**config.mk**
```make
export PLATFORM = sky130hd
export DESIGN_NAME = board_input_conditioner
export DESIGN_NICKNAME = d
export VERILOG_FILES = /design/src/rtl/board_input_conditioner.sv
export SDC_FILE = /design/constraint.sdc
export NUM_CORES = 1
export LEC_CHECK = 0
export ABC_AREA = 0
export BUFFER_PORTS_ARGS = -buffer_cell sky130_fd_sc_hd__clkbuf_2
export CAP_MARGIN = 20
export CORE_MARGIN = 2
export CORE_UTILIZATION = 40
export CTS_CLUSTER_SIZE = 14
export DETAILED_ROUTE_END_ITERATION = 10
export SYNTH_ARGS = -nofsm -noshare
export SYNTH_HDL_FRONTEND = slang
export SYNTH_SLANG_ARGS = --single-unit
```
**constraint.sdc**
```tcl
create_clock -name clk -period 2.9 [get_ports clk]
set_clock_uncertainty 0.1 [all_clocks]
set_input_delay 0.145 -clock clk [delete_from_list [all_inputs] [get_ports clk]]
set_output_delay 0.145 -clock clk [all_outputs]
set_load 0.02 [all_outputs]
```
**src/rtl/board_input_conditioner.sv**
```systemverilog
// Pin-side conditioning for the PIO input ports: resynchronise, debounce and
// zero-extend the push-buttons and slide switches, plus local event pulses.

module debounce_bank #(
  parameter int W               = 4,
  parameter int DEBOUNCE_CYCLES = 50000,
  parameter int CNT_W           = 16
) (
  input  logic         clk,
  input  logic         reset,
  input  logic [W-1:0] din,
  output logic [W-1:0] stable,
  output logic [W-1:0] changed
);

  localparam logic [CNT_W-1:0] LAST = CNT_W'(DEBOUNCE_CYCLES - 1);

  logic [W-1:0]     s1;
  logic [W-1:0]     s2;
  logic [W-1:0]     mismatch;
  logic [W-1:0]     accept;
  logic [CNT_W-1:0] cnt [W];

  // A bit is accepted on the edge that would be its DEBOUNCE_CYCLES-th
  // consecutive mismatch, so the counter never needs to wrap.
  always_comb begin
    mismatch = s2 ^ stable;
    accept   = '0;
    for (int i = 0; i < W; i++) begin
      accept[i] = mismatch[i] && (cnt[i] == LAST);
    end
  end

  // NOTE: every register here uses <= so all bits sample pre-edge values;
  // the counter array is reset too, so a partial count never survives reset.
  always_ff @(posedge clk) begin
    if (reset) begin
      s1      <= '0;
      s2      <= '0;
      stable  <= '0;
      changed <= '0;
      for (int i = 0; i < W; i++) begin
        cnt[i] <= '0;
      end
    end else begin
      s1      <= din;
      s2      <= s1;
      stable  <= stable ^ accept;
      changed <= accept;
      for (int i = 0; i < W; i++) begin
        if (accept[i] || !mismatch[i]) begin
          cnt[i] <= '0;
        end else begin
          cnt[i] <= cnt[i] + CNT_W'(1);
        end
      end
    end
  end

endmodule

module board_input_conditioner #(
  parameter int NBTN            = 4,
  parameter int NSW             = 18,
  parameter int DEBOUNCE_CYCLES = 50000,
  parameter int CNT_W           = 16,
  parameter int BTN_ACTIVE_LOW  = 1
) (
  input  logic            clk,
  input  logic            reset,
  input  logic [NBTN-1:0] key_raw,
  input  logic [NSW-1:0]  sw_raw,
  output logic [31:0]     buttons_export,
  output logic [31:0]     switchs_export,
  output logic [NBTN-1:0] btn_press,
  output logic            sw_change
);

  logic [NBTN-1:0] btn_level;
  logic [NBTN-1:0] btn_stable;
  logic [NBTN-1:0] btn_changed;
  logic [NSW-1:0]  sw_stable;
  logic [NSW-1:0]  sw_changed;

  // Buttons are normalised to pressed=1 before they reach the synchroniser.
  assign btn_level = (BTN_ACTIVE_LOW != 0) ? ~key_raw : key_raw;

  debounce_bank #(
    .W               (NBTN),
    .DEBOUNCE_CYCLES (DEBOUNCE_CYCLES),
    .CNT_W           (CNT_W)
  ) u_btn (
    .clk     (clk),
    .reset   (reset),
    .din     (btn_level),
    .stable  (btn_stable),
    .changed (btn_changed)
  );

  debounce_bank #(
    .W               (NSW),
    .DEBOUNCE_CYCLES (DEBOUNCE_CYCLES),
    .CNT_W           (CNT_W)
  ) u_sw (
    .clk     (clk),
    .reset   (reset),
    .din     (sw_raw),
    .stable  (sw_stable),
    .changed (sw_changed)
  );

  // A bit that just changed and now reads 1 is a released->pressed edge.
  assign buttons_export = 32'(btn_stable);
  assign switchs_export = 32'(sw_stable);
  assign btn_press      = btn_changed & btn_stable;
  assign sw_change      = |sw_changed;

endmodule

```
==> flow_summary_export.csv, run 1 <==
group,metric,value,unit
grt,first_global_vias,14798,
layout,areaGrowthSynthToFinish,19.0,%
floorplan,fp.dieH,239,µm
layout,seq_area,12300,µm²
yosys,synthCells,2066,
power,power_frac_seq,51.4,%
layout,final_core_util,48.4,%
timing,fmax,0.387,GHz
layout,nets,2568,
layout,fin_area,26200,µm²
yosys,synth-seq-cells,440,
timing,setup_ws,0.313,ns
layout,final_common_cell,"nor2_1",
clock_tree,cts_tree,"done",
placement,dpl.hpwl,27900,µm
worst_setup_path,start_kind,"register",
timing,finalSetupViolations,0,
grt,grt_usage,14.5,%
detailed_routing,totalWireLength,40300,µm
yosys,avgSynthCellArea,10.7,µm²
floorplan,core,54100,µm²
clock_tree,clock_path_buffers,3,
grt,grt_pass1_wl,68900,µm
clock_tree,cts.htree.levels,2,
timing,period_minus_slack,2.59,ns
detailed_routing,drc,0,
timing,tns,0,ns
grt,grt_max_degree,75,
grt,antenna_found_initial,0,
detailed_routing,via_per_inst,4.67,
detailed_routing,wl_per_cell,12.4,µm
power,power.internal,11.1,mW
clock_tree,cts_resized,0,
yosys,ys_async_sr_fraction,0,%
grt,grt_remaining_overflow,0,
placement,dp_worst_setup_slack,0.437,ns
layout,multi_input_area,10300,µm²
power,power_density,543,nW/µm²
power,p_comb_share,4.4,%
timing,hold_slack,0.200,ns
floorplan,initial_core_util,40.7,%
timing,hold_viol,0,
clock_tree,cts_sinks,440,
worst_setup_path,critPathRequiredTime,2.65,ns
worst_setup_path,cp_data_arrival_time,2.34,ns
power,power.switching,3.13,mW
power,power,14.2,mW
clock_tree,root_buffer,"clkbuf_16",
layout,n_fill_cell,5069,
detailed_routing,dr.pass1.iters,5,
timing,finalMaxSlewViolations,0,
power,p_sw_share,22.0,%
job,max_cap_viol_count,0,
floorplan,dieArea,56900,µm²
worst_hold_path,hp-class,"primary input to register",
floorplan,die_width,239,µm
yosys,synthFlopType,"edfxtp_1",
clock_tree,path_clk_slew,0.06,ns
power,p_leak,9.32,nW
clock_tree,post_cts_buffers,0,
power,vdd_ir_drop_max,410,µV
clock_tree,cts_hold_buf,36,
layout,final_cell_mix,"nor2_1, conb_1, edfxtp_1",
yosys,seq_area_frac_synth,56.0,%
timing,rsz0062_at_grt,"no",
detailed_routing,vias,15225,
detailed_routing,ant_nets,0,
worst_setup_path,r2r_setup_slack,0.44,ns
placement,placed_cells_incl_taps,3130,
timing,min_period_over_period,89.2,%
layout,layout.cells.non_filler,3260,
clock_tree,cts_inserted_buffers,50,
power,clockPowerShare,44.2,%
yosys,synth_edf_count,352,
clock_tree,clk_latency,0.59,ns
detailed_routing,first_iter_violations,853,
timing,tightest_slew,0.772,ns
placement,placed_cell_area,24200,µm²
status,status,"completed",
timing,slew_headroom,48.5,%
floorplan,row_count,85,
floorplan,pin_count,93,
worst_setup_path,path_class,"register to primary output",
placement,port_buffers,50,
yosys,synth_cell_types,48,
yosys,yosys_warnings,0,
layout,drive_gt1_share,6.08,%
worst_setup_path,cp_max_fo,1,
yosys,synth_area,22000,µm²
worst_setup_path,cp-end-kind,"primary output",
placement,gp_congestion,0.803,
layout,diodes,0,
layout make-up:
type / count / share of cell area [%]
Clock buffer: 73 / 5.61
Inverter: 81 / 1.16
Clock inverter: 21 / 0.746
Sequential cell: 440 / 47.1
Tap cell: 696 / 3.33
Timing Repair Buffer: 90 / 2.55
Multi-Input combinational cell: 1859 / 39.5
registers in the layout (all words and copies together), names as in the netlist, named ones only:
register and count:
u_btn.cnt 64, u_sw.s1 18, u_sw.cnt 288, u_sw.changed 18
u_btn.s2 4, u_btn.changed 4, u_sw.s2 18, u_btn.s1 4
critical path: stages, from the launching register on:
cell and delay [ns]:
dfxtp_1 0.34, nor4_1 0.49, nand3_1 0.23, or4_1 0.51
clkbuf_2 0.19
layer usage:
metal / global-route usage, % / routed length [µm] / vias to the layer above
met1: 19.3 / 19300 / 7111
met2: 23.9 / 18600 / 200
li1: - / - / 7852
met3: 2.39 / 1410 / 62
met5: 0 / 0 / -
met4: 5.15 / 952 / 0
path summary, 6_finish.rpt:
| check | end | depth (start not counted) | startpoint |
|---|---|---|---|
| setup / recovery | sw_change | 4 | u_sw.changed[8] |
| setup reg to reg | u_sw.cnt[0][82] | 4 | u_sw.cnt[0][92] |
| hold reg to reg | u_sw.s2[0] | 1 | u_sw.s1[0] |
| hold / removal | u_btn.s1[2] | 3 | key_raw[2] |
power groups by stage:
stage	sequential, mW	combinational (mW)	clock, mW
final	7.32	0.624	6.29
after CTS	7.31	0.616	6.53
after global routing	7.35	0.720	6.74
after floorplan	7.37	0.532	0
after detailed placement	7.45	0.573	0
after global placement	7.43	0.566	0
synthesized netlist by cell type (2+ instances only):
master | n | area [µm²]
a21o_1 | 4 | 30.0
a21oi_1 | 7 | 35.0
a31o_2 | 2 | 17.5
and2_1 | 5 | 31.3
and3_1 | 17 | 106
and4_1 | 2 | 17.5
and4b_1 | 5 | 50.1
buf_2 | 3 | 15.0
buf_4 | 53 | 398
clkbuf_1 | 20 | 75.1
conb_1 | 2 | 7.51
dfxtp_1 | 88 | 1760
edfxtp_1 | 352 | 10600
ha_1 | 22 | 275
inv_1 | 81 | 304
mux2i_1 | 17 | 170
nand2_1 | 85 | 319
nand2_2 | 3 | 18.8
nand2b_1 | 2 | 12.5
nand2b_2 | 2 | 17.5
nand3_1 | 124 | 621
nand3_2 | 3 | 30.0
nand4_1 | 86 | 538
nand4b_1 | 8 | 70.1
nor2_1 | 448 | 1680
nor2b_1 | 41 | 257
nor3_1 | 83 | 415
nor4_1 | 101 | 632
nor4b_1 | 6 | 52.6
nor4bb_1 | 10 | 100
o21ai_0 | 4 | 20.0
or3_1 | 6 | 37.5
or4_1 | 17 | 128
or4_4 | 9 | 101
or4bb_1 | 10 | 113
xnor2_1 | 271 | 2370
xor2_1 | 56 | 490
cell families (layout without fill, tap and decap cells):
logic type | count (synthesis) | in the layout | share of synthesized area, %
muxes | 17 | 17 | 0.773
DFF | 440 | 440 | 56.0
and+or+nand+nor | 1079 | 1079 | 24.6
buffers and inverters | 159 | 265 | 3.67
adders and majority gates | 22 | 22 | 1.25
other | 2 | 394 | 0.0341
xor gates and xnor gates | 327 | 327 | 13.0
AOI/OAI and AO/OA | 20 | 20 | 0.620
No activity file was read; power rests on OpenSTA's default activity.
==> run 2, diff against run 1 <==
clock period = 3 ns   (was 2.9 ns; I/O delays follow)
==> flow_summary_export.csv, run 2 (synthesis results as in run 1) <==
group,metric,value,unit
worst_setup_path,cp_data_arrival_time,2.41,ns
layout,final_cell_mix,"nor2_1, conb_1, edfxtp_1",
worst_setup_path,r2r_setup_slack,0.49,ns
detailed_routing,drc,0,
timing,finalMaxSlewViolations,0,
placement,port_buffers,50,
job,max_cap_viol_count,0,
status,status,"completed",
power,power_density,525,nW/µm²
clock_tree,path_clk_slew,0.05,ns
floorplan,dieArea,56900,µm²
clock_tree,cts_tree,"done",
floorplan,die_width,239,µm
placement,dp_worst_setup_slack,0.537,ns
clock_tree,root_buffer,"clkbuf_16",
layout,final_core_util,48.3,%
worst_hold_path,hold_depth,3,
floorplan,fp.dieH,239,µm
timing,slew_headroom,57.3,%
floorplan,row_count,85,
layout,largest-register,"u_sw.cnt",
layout,multi_input_area,10300,µm²
floorplan,initial_core_util,40.7,%
worst_setup_path,crit_slowest_cell,"nor4_1",
timing,setup_ws,0.344,ns
floorplan,pin_count,93,
layout,drive_gt1_share,6.21,%
placement,placed_cell_area,24100,µm²
placement,dpl.hpwl,27700,µm
timing,tightest_slew,0.632,ns
clock_tree,cts.htree.levels,2,
worst_setup_path,r2r-start,"u_sw.cnt[0][92]",
detailed_routing,ant_nets,0,
worst_setup_path,worstSetupStartpoint,"u_sw.changed[7]",
timing,fmax,0.377,GHz
worst_setup_path,path_class,"register to primary output",
layout,fin_area,26200,µm²
floorplan,core,54100,µm²
worst_hold_path,min_to,"u_btn.s1[3]",
grt,grt_pass1_wl,67700,µm
worst_setup_path,cp_max_fo,1,
placement,gp_congestion,0.839,
grt,grt_max_degree,75,
grt,first_global_vias,14593,
timing,tns,0,ns
detailed_routing,first_iter_violations,804,
worst_setup_path,cp-end-kind,"primary output",
timing,rsz0062_at_grt,"no",
clock_tree,cts_inserted_buffers,50,
grt,antenna_found_initial,0,
timing,hold_viol,0,
grt,grt_usage,14.2,%
detailed_routing,wl_per_cell,12.2,µm
worst_setup_path,slowest_delay,0.56,ns
layout,final_common_cell,"nor2_1",
worst_hold_path,hp-class,"primary input to register",
power,vdd_ir_drop_max,439,µV
layout,reg_top3,"u_sw.cnt x288, u_btn.cnt x64",
detailed_routing,via_per_inst,4.69,
timing,finalSetupViolations,0,
power,p_leak,9.32,nW
clock_tree,cts_resized,0,
grt,grt_remaining_overflow,0,
worst_setup_path,start_kind,"register",
timing,min_period_over_period,88.5,%
worst_setup_path,critPathRequiredTime,2.75,ns
worst_setup_path,crit_chain,"nor4_1 > nand3_1 > or4_1 > clkbuf_2",
layout,seq_area,12300,µm²
detailed_routing,dr.pass1.iters,5,
worst_setup_path,ff2ff_path_depth,4,
clock_tree,clock_path_buffers,3,
detailed_routing,totalWireLength,39800,µm
layout,n_fill_cell,5081,
layout,largest_reg_flops,288,
clock_tree,cts_sinks,440,
clock_tree,clk_latency,0.58,ns
layout,areaGrowthSynthToFinish,18.8,%
worst_setup_path,reg2reg_to,"u_sw.cnt[0][93]",
layout,nets,2566,
detailed_routing,vias,15269,
worst_hold_path,hp-start,"key_raw[3]",
timing,period_minus_slack,2.66,ns
run 2: cell count changes in the layout (fill, tap and decap cells not counted), sizes merged:
cell	delta
buf	-1
clkbuf	-5
clkinv	+7
diode	+1
dlygate4sd3	-1
inv	-2
run 2: cell type report:
cell class,count,area share [%]
Clock buffer,68,5.60
Multi-Input combinational cell,1859,39.5
Sequential cell,440,47.2
Tap cell,696,3.33
Antenna cell,1,0.00957
Clock inverter,26,0.761
Inverter,81,1.16
Timing Repair Buffer,88,2.44
run 2: what timing repair did:
item	CTS	global route
hold buffers	35	0
hold endpoints to repair	51	0
setup buffers	0	0
run 2: where the power goes:
part | internal, mW | leakage (nW) | switching (mW) | total, mW
clock network | 3.66 | 0.839 | 2.41 | 6.07
logic | 0.247 | 4.13 | 0.351 | 0.598
registers | 6.82 | 4.35 | 0.248 | 7.07
run 2: how the worst max path moves through the flow:
stage	end	cells after the start
finish	sw_change	4
global route	sw_change	4
CTS	sw_change	4
detailed placement	u_sw.cnt[0][92]	4
global placement	u_sw.cnt[0][93]	4
floorplan	u_sw.cnt[0][10]	5
run 2: routing by layer:
metal  wire (µm)  track usage (%)  vias to the layer above
met5           0                0                        -
met3        1370             2.39                       65
met1       19300             19.3                     7166
li1            -                -                     7833
met2       18200             22.8                      205
met4         888             5.09                        0
run 2: stage by stage:
| step | hold WS (ns) | total power, mW | instances |
|---|---|---|---|
| final | 0.178 | 13.7 | 3259 |
| after global routing | 0.163 | 14.3 | 3258 |
| after CTS | 0.136 | 14.0 | 3258 |
| after detailed placement | 0.225 | 7.75 | 3129 |
| after global placement | 0.220 | 7.73 | 3129 |
| after floorplan | 0.117 | 7.64 | 2458 |
run 2: critical path, delay by kind of cell (launching register included):
family	cells	cell delay, ns
AND/OR/NAND/NOR	3	1.31
flip-flops	1	0.34
buffers and inverters	1	0.19
==> run 3, diff against run 2 <==
REMOVE_ABC_BUFFERS = 1   (was default)
SKIP_LAST_GASP = 1   (was default)
==> flow_summary_export.csv, run 3 (synthesis results as in run 1) <==
group,metric,value,unit
detailed_routing,ant_nets,0,
worst_setup_path,critPathTopFamily,"simple AND/OR/NAND/NOR gates",
detailed_routing,totalWireLength,39600,µm
worst_setup_path,crit_buf_inv,0,
status,status,"completed",
layout,nets,2563,
placement,dp_worst_setup_slack,0.453,ns
worst_setup_path,critPathRequiredTime,3.22,ns
clock_tree,root_buffer,"clkbuf_16",
timing,finalSetupViolations,0,
clock_tree,cts.htree.levels,2,
floorplan,core,54100,µm²
timing,slew_headroom,53.7,%
grt,grt_remaining_overflow,0,
layout,diodes,0,
worst_setup_path,cp_max_fo,16,
layout,areaGrowthSynthToFinish,18.8,%
floorplan,row_count,85,
grt,first_global_vias,14815,
floorplan,pin_count,93,
worst_setup_path,slowest_delay,0.57,ns
grt,grt_max_degree,34,
grt,antenna_found_initial,0,
worst_hold_path,hp-class,"primary input to register",
layout,final_cell_mix,"nor2_1, conb_1, edfxtp_1",
power,power,13.9,mW
placement,gp_congestion,0.814,
timing,hold_viol,0,
power,power_density,533,nW/µm²
layout,final_common_cell,"nor2_1",
layout,reg_top3,"u_sw.cnt x288, u_btn.cnt x64",
timing,hold_slack,0.150,ns
placement,port_buffers,50,
layout,multi_input_area,10300,µm²
timing,setup_ws,0.471,ns
timing,rsz0062_at_grt,"no",
worst_setup_path,path_class,"register to register",
clock_tree,cts_inserted_buffers,52,
timing,tightest_slew,0.685,ns
timing,tns,0,ns
floorplan,dieArea,56900,µm²
detailed_routing,drc,0,
clock_tree,cts_tree,"done",
clock_tree,clock_path_buffers,3,
worst_setup_path,cp_data_arrival_time,2.74,ns
detailed_routing,first_iter_violations,785,
layout,drive_gt1_share,6.25,%
layout,largest-register,"u_sw.cnt",
worst_setup_path,crit_slowest_cell,"or4b_1",
worst_setup_path,r2r_setup_slack,0.47,ns
placement,dpl.hpwl,27500,µm
timing,period_minus_slack,2.53,ns
timing,min_period_over_period,84.3,%
grt,grt_pass1_wl,68400,µm
layout,largest_reg_flops,288,
grt,grt_usage,14.3,%
layout,seq_area,12300,µm²
detailed_routing,dr.pass1.iters,5,
floorplan,initial_core_util,40.7,%
placement,placed_cells_incl_taps,3132,
worst_setup_path,cp-end-kind,"register",
detailed_routing,via_per_inst,4.68,
detailed_routing,wl_per_cell,12.2,µm
job,max_cap_viol_count,0,
clock_tree,clk_latency,0.59,ns
timing,fmax,0.395,GHz
floorplan,die_width,239,µm
clock_tree,cts_sinks,440,
timing,finalMaxSlewViolations,0,
worst_setup_path,start_kind,"register",
layout,n_fill_cell,5050,
detailed_routing,vias,15243,
clock_tree,path_clk_slew,0.06,ns
worst_setup_path,crit_chain,"or4b_1 > nor4_1 > or2_1 > nor2_1",
power,vdd_ir_drop_max,394,µV
layout,layout.cells.non_filler,3255,
power,p_leak,9.29,nW
floorplan,fp.dieH,239,µm
clock_tree,post_cts_buffers,0,
run 3: timing repair:
action / in CTS / in global routing
gates resized for setup: 0 / 0
hold buffers: 27 / 0
endpoints found under the hold margin: 34 / 0
run 3: layer usage:
metal	vias up	part of all wire, %	wire length, µm	global-route usage [%]
li1	7820	-	-	-
met1	7199	48	19000	18.9
met2	165	47	18600	23.9
met3	59	3.4	1340	2.36
met4	0	1.8	731	4.70
met5	-	0	0	0
run 3: final cells by class:
cell class                 count  area share (%)
clock buffer                  77            5.96
clock inverter                19           0.660
inverter                      81            1.16
multi-input combinational   1859            39.6
sequential                   440            47.2
tap                          696            3.33
timing repair buffer          83            2.17
run 3: stage by stage:
stage	instance area, µm²	util (%)
floorplan	23000	-
global placement	24100	44.6
detailed placement	24100	44.6
CTS	26100	48.3
global route	26100	48.3
finish	26100	48.3
run 3: power by group:
group          switching [mW]  total (mW)  internal (mW)
clock                    2.43        6.26           3.83
sequential              0.247        7.07           6.83
combinational           0.350       0.590          0.240
run 3: tightest hold or removal path: cells and delay by family:
kind | cells | cell delay [ns]
buffers and inverters | 2 | 0.61
AND/OR/NAND/NOR | 1 | 0.03
run 3: worst paths after layout:
path / start / to / cells after the start
min: key_raw[2] / u_btn.s1[2] / 3
max: u_sw.cnt[0][92] / u_sw.cnt[0][91] / 4
min reg2reg: u_sw.s1[13] / u_sw.s2[13] / 1
max reg2reg: u_sw.cnt[0][92] / u_sw.cnt[0][91] / 4
